===== src/rtl/vga_timing_pkg.sv =====
// Shared timing types and mode presets for the VGA/DVI raster generator.
// vga_axis_t holds the four phase lengths of one axis (active, front porch,
// sync, back porch); vga_timing_t pairs a horizontal and a vertical axis.
package vga_timing_pkg;

  typedef struct packed {
    int unsigned active;
    int unsigned fp;
    int unsigned sync;
    int unsigned bp;
  } vga_axis_t;

  typedef struct packed {
    vga_axis_t h;
    vga_axis_t v;
  } vga_timing_t;

  // Standard 640x480 @ 60 Hz (25.175 MHz pixel clock), 800x525 total.
  localparam vga_timing_t VGA_640X480_60 = '{
    h: '{active: 640, fp: 16, sync: 96, bp: 48},
    v: '{active: 480, fp: 10, sync: 2,  bp: 33}
  };

  localparam int unsigned VGA_DEFAULT_CW = 11;

endpackage


===== src/rtl/vga_axis_cnt.sv =====
// One raster axis: a wrap counter over ACTIVE+FP+SYNC+BP positions plus the
// phase decode of the current count.
// Ports:
//   clk, resetn  - clock, async active-low reset
//   step         - advance the counter this cycle
//   count        - current position (registered)
//   wrap         - step taken while at the last position (combinational)
//   in_active    - count in [0, ACTIVE) (combinational)
//   in_sync      - count in [ACTIVE+FP, ACTIVE+FP+SYNC) (combinational)
module vga_axis_cnt
  import vga_timing_pkg::*;
#(
  parameter int unsigned ACTIVE = VGA_640X480_60.h.active,
  parameter int unsigned FP     = VGA_640X480_60.h.fp,
  parameter int unsigned SYNC   = VGA_640X480_60.h.sync,
  parameter int unsigned BP     = VGA_640X480_60.h.bp,
  parameter int unsigned CW     = VGA_DEFAULT_CW
) (
  input  logic          clk,
  input  logic          resetn,
  input  logic          step,
  output logic [CW-1:0] count,
  output logic          wrap,
  output logic          in_active,
  output logic          in_sync
);

  localparam int unsigned      TOTAL   = ACTIVE + FP + SYNC + BP;
  localparam longint unsigned  MAX_CNT = (64'd1 << CW) - 64'd1;

  // Reject degenerate or overflowing modes at elaboration.
  if (ACTIVE == 0 || FP == 0 || SYNC == 0 || BP == 0) begin : g_bad_zero
    $error("vga_axis_cnt: ACTIVE/FP/SYNC/BP must all be non-zero");
  end
  if (CW == 0 || CW > 32) begin : g_bad_cw
    $error("vga_axis_cnt: CW must be in 1..32");
  end
  if ((64'(TOTAL) - 64'd1) > MAX_CNT) begin : g_bad_fit
    $error("vga_axis_cnt: total-1 does not fit in CW bits");
  end

  localparam logic [CW-1:0] LAST       = CW'(TOTAL - 1);
  localparam logic [CW-1:0] ACT_END    = CW'(ACTIVE);
  localparam logic [CW-1:0] SYNC_START = CW'(ACTIVE + FP);
  localparam logic [CW-1:0] SYNC_END   = CW'(ACTIVE + FP + SYNC);

  logic [CW-1:0] count_q;
  logic [CW-1:0] count_d;
  logic          at_last;

  // Next count: increment on step, wrap to zero after the last position.
  always_comb begin
    count_d = count_q;
    at_last = (count_q == LAST);
    if (step) begin
      count_d = at_last ? '0 : count_q + CW'(1);
    end
  end

  always_ff @(posedge clk or negedge resetn) begin
    if (!resetn) begin
      count_q <= '0;
    end else begin
      count_q <= count_d;
    end
  end

  assign count     = count_q;
  assign wrap      = step && at_last;
  assign in_active = (count_q < ACT_END);
  assign in_sync   = (count_q >= SYNC_START) && (count_q < SYNC_END);

endmodule


===== src/rtl/vga_timing_gen.sv =====
// Parametrised VGA/DVI raster timing generator. Every output is registered
// and reflects the counter position sampled on the previous enabled cycle.
// Ports:
//   clk, resetn  - pixel-domain clock, async active-low reset
//   en           - pixel enable; nothing advances while low
//   hsync/vsync  - sync pulses, active level HS_POL/VS_POL
//   de           - display enable (both axes in their active region)
//   x, y         - pixel coordinate, updated only while de, else held
//   line_start   - one-cycle strobe for the first pixel of each line
//   frame_start  - one-cycle strobe for the first pixel of each frame
module vga_timing_gen
  import vga_timing_pkg::*;
#(
  parameter int unsigned H_ACTIVE = VGA_640X480_60.h.active,
  parameter int unsigned H_FP     = VGA_640X480_60.h.fp,
  parameter int unsigned H_SYNC   = VGA_640X480_60.h.sync,
  parameter int unsigned H_BP     = VGA_640X480_60.h.bp,
  parameter int unsigned V_ACTIVE = VGA_640X480_60.v.active,
  parameter int unsigned V_FP     = VGA_640X480_60.v.fp,
  parameter int unsigned V_SYNC   = VGA_640X480_60.v.sync,
  parameter int unsigned V_BP     = VGA_640X480_60.v.bp,
  parameter bit          HS_POL   = 1'b0,
  parameter bit          VS_POL   = 1'b0,
  parameter int unsigned CW       = VGA_DEFAULT_CW
) (
  input  logic          clk,
  input  logic          resetn,
  input  logic          en,
  output logic          hsync,
  output logic          vsync,
  output logic          de,
  output logic [CW-1:0] x,
  output logic [CW-1:0] y,
  output logic          line_start,
  output logic          frame_start
);

  logic [CW-1:0] h_cnt;
  logic [CW-1:0] v_cnt;
  logic          h_wrap;
  logic          h_active;
  logic          h_in_sync;
  logic          v_active;
  logic          v_in_sync;
  logic          v_wrap_unused;

  // Horizontal axis advances on every enabled pixel.
  vga_axis_cnt #(
    .ACTIVE (H_ACTIVE),
    .FP     (H_FP),
    .SYNC   (H_SYNC),
    .BP     (H_BP),
    .CW     (CW)
  ) u_h_cnt (
    .clk       (clk),
    .resetn    (resetn),
    .step      (en),
    .count     (h_cnt),
    .wrap      (h_wrap),
    .in_active (h_active),
    .in_sync   (h_in_sync)
  );

  // Vertical axis advances once per completed line.
  vga_axis_cnt #(
    .ACTIVE (V_ACTIVE),
    .FP     (V_FP),
    .SYNC   (V_SYNC),
    .BP     (V_BP),
    .CW     (CW)
  ) u_v_cnt (
    .clk       (clk),
    .resetn    (resetn),
    .step      (h_wrap),
    .count     (v_cnt),
    .wrap      (v_wrap_unused),
    .in_active (v_active),
    .in_sync   (v_in_sync)
  );

  logic          hsync_q,       hsync_d;
  logic          vsync_q,       vsync_d;
  logic          de_q,          de_d;
  logic [CW-1:0] x_q,           x_d;
  logic [CW-1:0] y_q,           y_d;
  logic          line_start_q,  line_start_d;
  logic          frame_start_q, frame_start_d;

  // Output decode from the pre-increment counters; levels hold and strobes
  // drop while en is low.
  always_comb begin
    hsync_d       = hsync_q;
    vsync_d       = vsync_q;
    de_d          = de_q;
    x_d           = x_q;
    y_d           = y_q;
    line_start_d  = 1'b0;
    frame_start_d = 1'b0;
    if (en) begin
      de_d          = h_active && v_active;
      hsync_d       = h_in_sync ? HS_POL : ~HS_POL;
      vsync_d       = v_in_sync ? VS_POL : ~VS_POL;
      line_start_d  = (h_cnt == '0);
      frame_start_d = (h_cnt == '0) && (v_cnt == '0);
      if (h_active && v_active) begin
        x_d = h_cnt;
        y_d = v_cnt;
      end
    end
  end

  always_ff @(posedge clk or negedge resetn) begin
    if (!resetn) begin
      hsync_q       <= ~HS_POL;
      vsync_q       <= ~VS_POL;
      de_q          <= 1'b0;
      x_q           <= '0;
      y_q           <= '0;
      line_start_q  <= 1'b0;
      frame_start_q <= 1'b0;
    end else begin
      hsync_q       <= hsync_d;
      vsync_q       <= vsync_d;
      de_q          <= de_d;
      x_q           <= x_d;
      y_q           <= y_d;
      line_start_q  <= line_start_d;
      frame_start_q <= frame_start_d;
    end
  end

  assign hsync       = hsync_q;
  assign vsync       = vsync_q;
  assign de          = de_q;
  assign x           = x_q;
  assign y           = y_q;
  assign line_start  = line_start_q;
  assign frame_start = frame_start_q;

endmodule


===== config.mk =====
export PLATFORM = sky130hd
export DESIGN_NAME = vga_timing_gen
export DESIGN_NICKNAME = d
export VERILOG_FILES = /design/src/rtl/vga_timing_pkg.sv /design/src/rtl/vga_axis_cnt.sv /design/src/rtl/vga_timing_gen.sv
export SDC_FILE = /design/constraint.sdc
export NUM_CORES = 1
export LEC_CHECK = 0
export CAP_MARGIN = 30
export CORE_MARGIN = 5
export CORE_UTILIZATION = 26
export CTS_CLUSTER_SIZE = 28
export DETAILED_ROUTE_END_ITERATION = 12
export SLEW_MARGIN = 5
export SYNTH_ARGS = -nofsm -noshare
export SYNTH_HDL_FRONTEND = slang
export SYNTH_HIERARCHICAL = 1
export SYNTH_SLANG_ARGS = --single-unit

===== constraint.sdc =====
create_clock -name clk -period 2.8 [get_ports clk]
set_input_delay 0.42 -clock clk [delete_from_list [all_inputs] [get_ports clk]]
set_output_delay 0.42 -clock clk [all_outputs]
set_load 0.1 [all_outputs]

==> impl_metrics.yaml <==
routing:
  dr.first_iter.drc_count: 83
  drc_errors: 0
  drt_wl_total_um: 4960
  via_count: 1635
  final_antenna_net_count: 0
  firstDrtPassIters: 4
  vias_per_cell: 4.84
  detail_route.wl_per_cell_um: 14.7
synthesis:
  yosysWarnings: 6
  synth-async-reset-ratio_pct: 100
  yosys-top-cells-area: "dfrtp_1, mux2_4, nand2_1"
  syn_area_per_cell_um2: 12.1
  netlist_instances: 195
  ys.flop_type: "dfrtp_1"
  synth-seq-cells: 49
  synth_top_area_cell: "dfrtp_1"
  synth_nets: 201
  synth_edf_count: 0
  yosysUniqueCellTypes: 43
  syn_area_mm2: 0.00237
  synth_seq_area_share_pct: 51.9
  synth_top_area_share_pct: 49.7
global_routing:
  antenna_found_initial: 0
  grt_max_degree: 38
  grt_pass1_vias: 1620
  grt_use_total_pct: 9.31
  grt_pass1_wl_um: 8420
  overflow: 0
setup_path:
  crit_arrival_ns: 2.51
  crit_required_ns: 3.02
  cp_cell_sequence: "ha_1, nand3_1, nor2_1, and4_1, nand4_1, nor4_1, xor2_1"
  path_max_fanout: 5
  slowest_stage: "dfrtp_1"
  crit_buf_inv: 0
  max_stage_delay_ns: 0.45
  worstSetupPathType: "reg2reg"
  end_kind: "register"
  crit_path_start_kind: "register"
  path_delay_family: "simple AND/OR/NAND/NOR gates"
  r2r_setup_slack_ns: 0.50
sta:
  finalHoldViolations: 0
  rsz0062_at_grt: "false"
  drv_slew: 0
  worstMarginPinSlew_ns: 0.480
  post-route-min-period_ns: 2.30
  timing.setup.tns_ns: 0
  min_period_over_period_pct: 82.0
  finClkSkew_ns: 0.0104
  setup_violations: 0
  fmax_ghz: 0.435
  slew_headroom_pct: 68.0
floorplan:
  initial_utilization_pct: 26.9
  coreArea_mm2: 0.00881
  die_w_um: 105
  die-area_mm2: 0.0111
  placementRows: 34
  die-height_um: 105
  num_io_pins: 30
clocking:
  post-cts-setup-buffer-count: 0
  cts_num_sinks: 49
  clk_pin_slew_ns: 0.09
  cts_buffers: 5
  clockBufferDepth: 2
  root_buffer: "clkbuf_8"
  htreeDepth: 2
  insertion_delay_ns: 0.30
  cts_tree: "done"
placed_design:
  hpwl_um: 3490
  port_buffers: 29
  gp_congestion: 0.770
power:
  p_per_area_mw_per_mm2: 691
  irDropWorstVdd_v: 0.000315
  p_leak_nw: 1.30
  power.total_mw: 1.95
status:
  status: "completed"
layout:
  utilization_pct: 32.1
  final_cell_mix: "dfrtp_1, buf_4, mux2_4"
  final_common_cell: "dfrtp_1"
  final_nets: 235
  final_layout_size_suffix_gt1_share_pct: 32.6
  syn2layout_area_growth_pct: 19.3
  antenna_cells: 0
flow_run:
  maxCapViolCount: 0
worst_hold_path:
  min_path_type: "reg2reg"
==> cell usage after synthesis, drive strengths merged (6+ instances only) <==
cell type and n:
inv 9, nand2 17, a21oi 6, nor4 8, dfrtp 47, nand4 7
nor3 7, mux2 23, nor2 11, o21ai 7, nand3 6
==> sequential cells by signal, summed over array words and instances (netlist names) <==
register       cells
vsync              1
hsync              1
de                 1
u_h_cnt/count     11
x                 11
line_start         1
u_v_cnt/count     11
y                 11
frame_start        1
==> logic make-up after synthesis <==
group	Yosys count	share of synthesized area (%)
AND/OR/NAND/NOR	68	17.7
flip-flops	49	51.9
AO/OA/AOI/OAI	25	6.87
multiplexers	25	14.8
buffers and inverters	15	3.49
XOR/XNOR	10	3.70
adder cells (fa/ha/maj)	3	1.59
==> worst paths after layout <==
check | from | to | depth (start not counted)
worst max-delay path | u_h_cnt/count[0]$_DFFE_PN0P_ | u_v_cnt/count[10]$_DFFE_PN0P_ | 7
worst min-delay path | hsync$_DFFE_PN1P_ | hsync$_DFFE_PN1P_ | 2
worst max register to register | u_h_cnt/count[0]$_DFFE_PN0P_ | u_v_cnt/count[10]$_DFFE_PN0P_ | 7
worst min register to register | hsync$_DFFE_PN1P_ | hsync$_DFFE_PN1P_ | 2
max in group asynchronous | resetn | vsync$_DFFE_PN1P_ | 3
min in group asynchronous | resetn | y[5]$_DFFE_PN0P_ | 2
==> layout make-up <==
cell class                 instances  area (um^2)
fill                             864         5980
sequential                        49         1230
multi-input combinational        131         1060
timing repair buffer              33          250
tap                              108          135
clock buffer                       6         82.6
clock inverter                     2         37.5
inverter                           9         33.8
==> where the power goes <==
group	switching, mW	internal, mW
clock	0.233	0.291
sequential	0.101	0.783
combinational	0.399	0.144
==> stage by stage <==
stage,setup slack [ns],hold slack (ns),instances,instance area (um^2)
after global routing,0.300,0.519,338,2820
final,0.503,0.482,338,2820
after global placement,0.409,0.318,329,2690
after CTS,0.502,0.486,338,2820
after floorplan,0.717,0.124,195,2370
after detailed placement,0.352,0.318,329,2690
==> what timing repair did <==
item,4_1_cts,5_1_grt
gates resized for setup,0,0
hold endpoints to repair,12,0
hold buffers,1,0
==> per-layer routing <==
layer | part of all wire, % | vias up | track usage [%]
met5 | 0 | - | 0
met1 | 43 | 800 | 12.0
met4 | 0.97 | 0 | 2.53
met3 | 5.2 | 6 | 2.51
met2 | 50 | 51 | 15.4
li1 | - | 778 | -
==> worst reg2reg max path, delay by kind of cell (launching register included) <==
kind / cells / cell delay, ns
and+or+nand+nor: 5 / 1.30
xor gates and xnor gates: 1 / 0.19
adders and majority gates: 1 / 0.28
DFF: 1 / 0.45
Power figures use the tool's default switching activity.
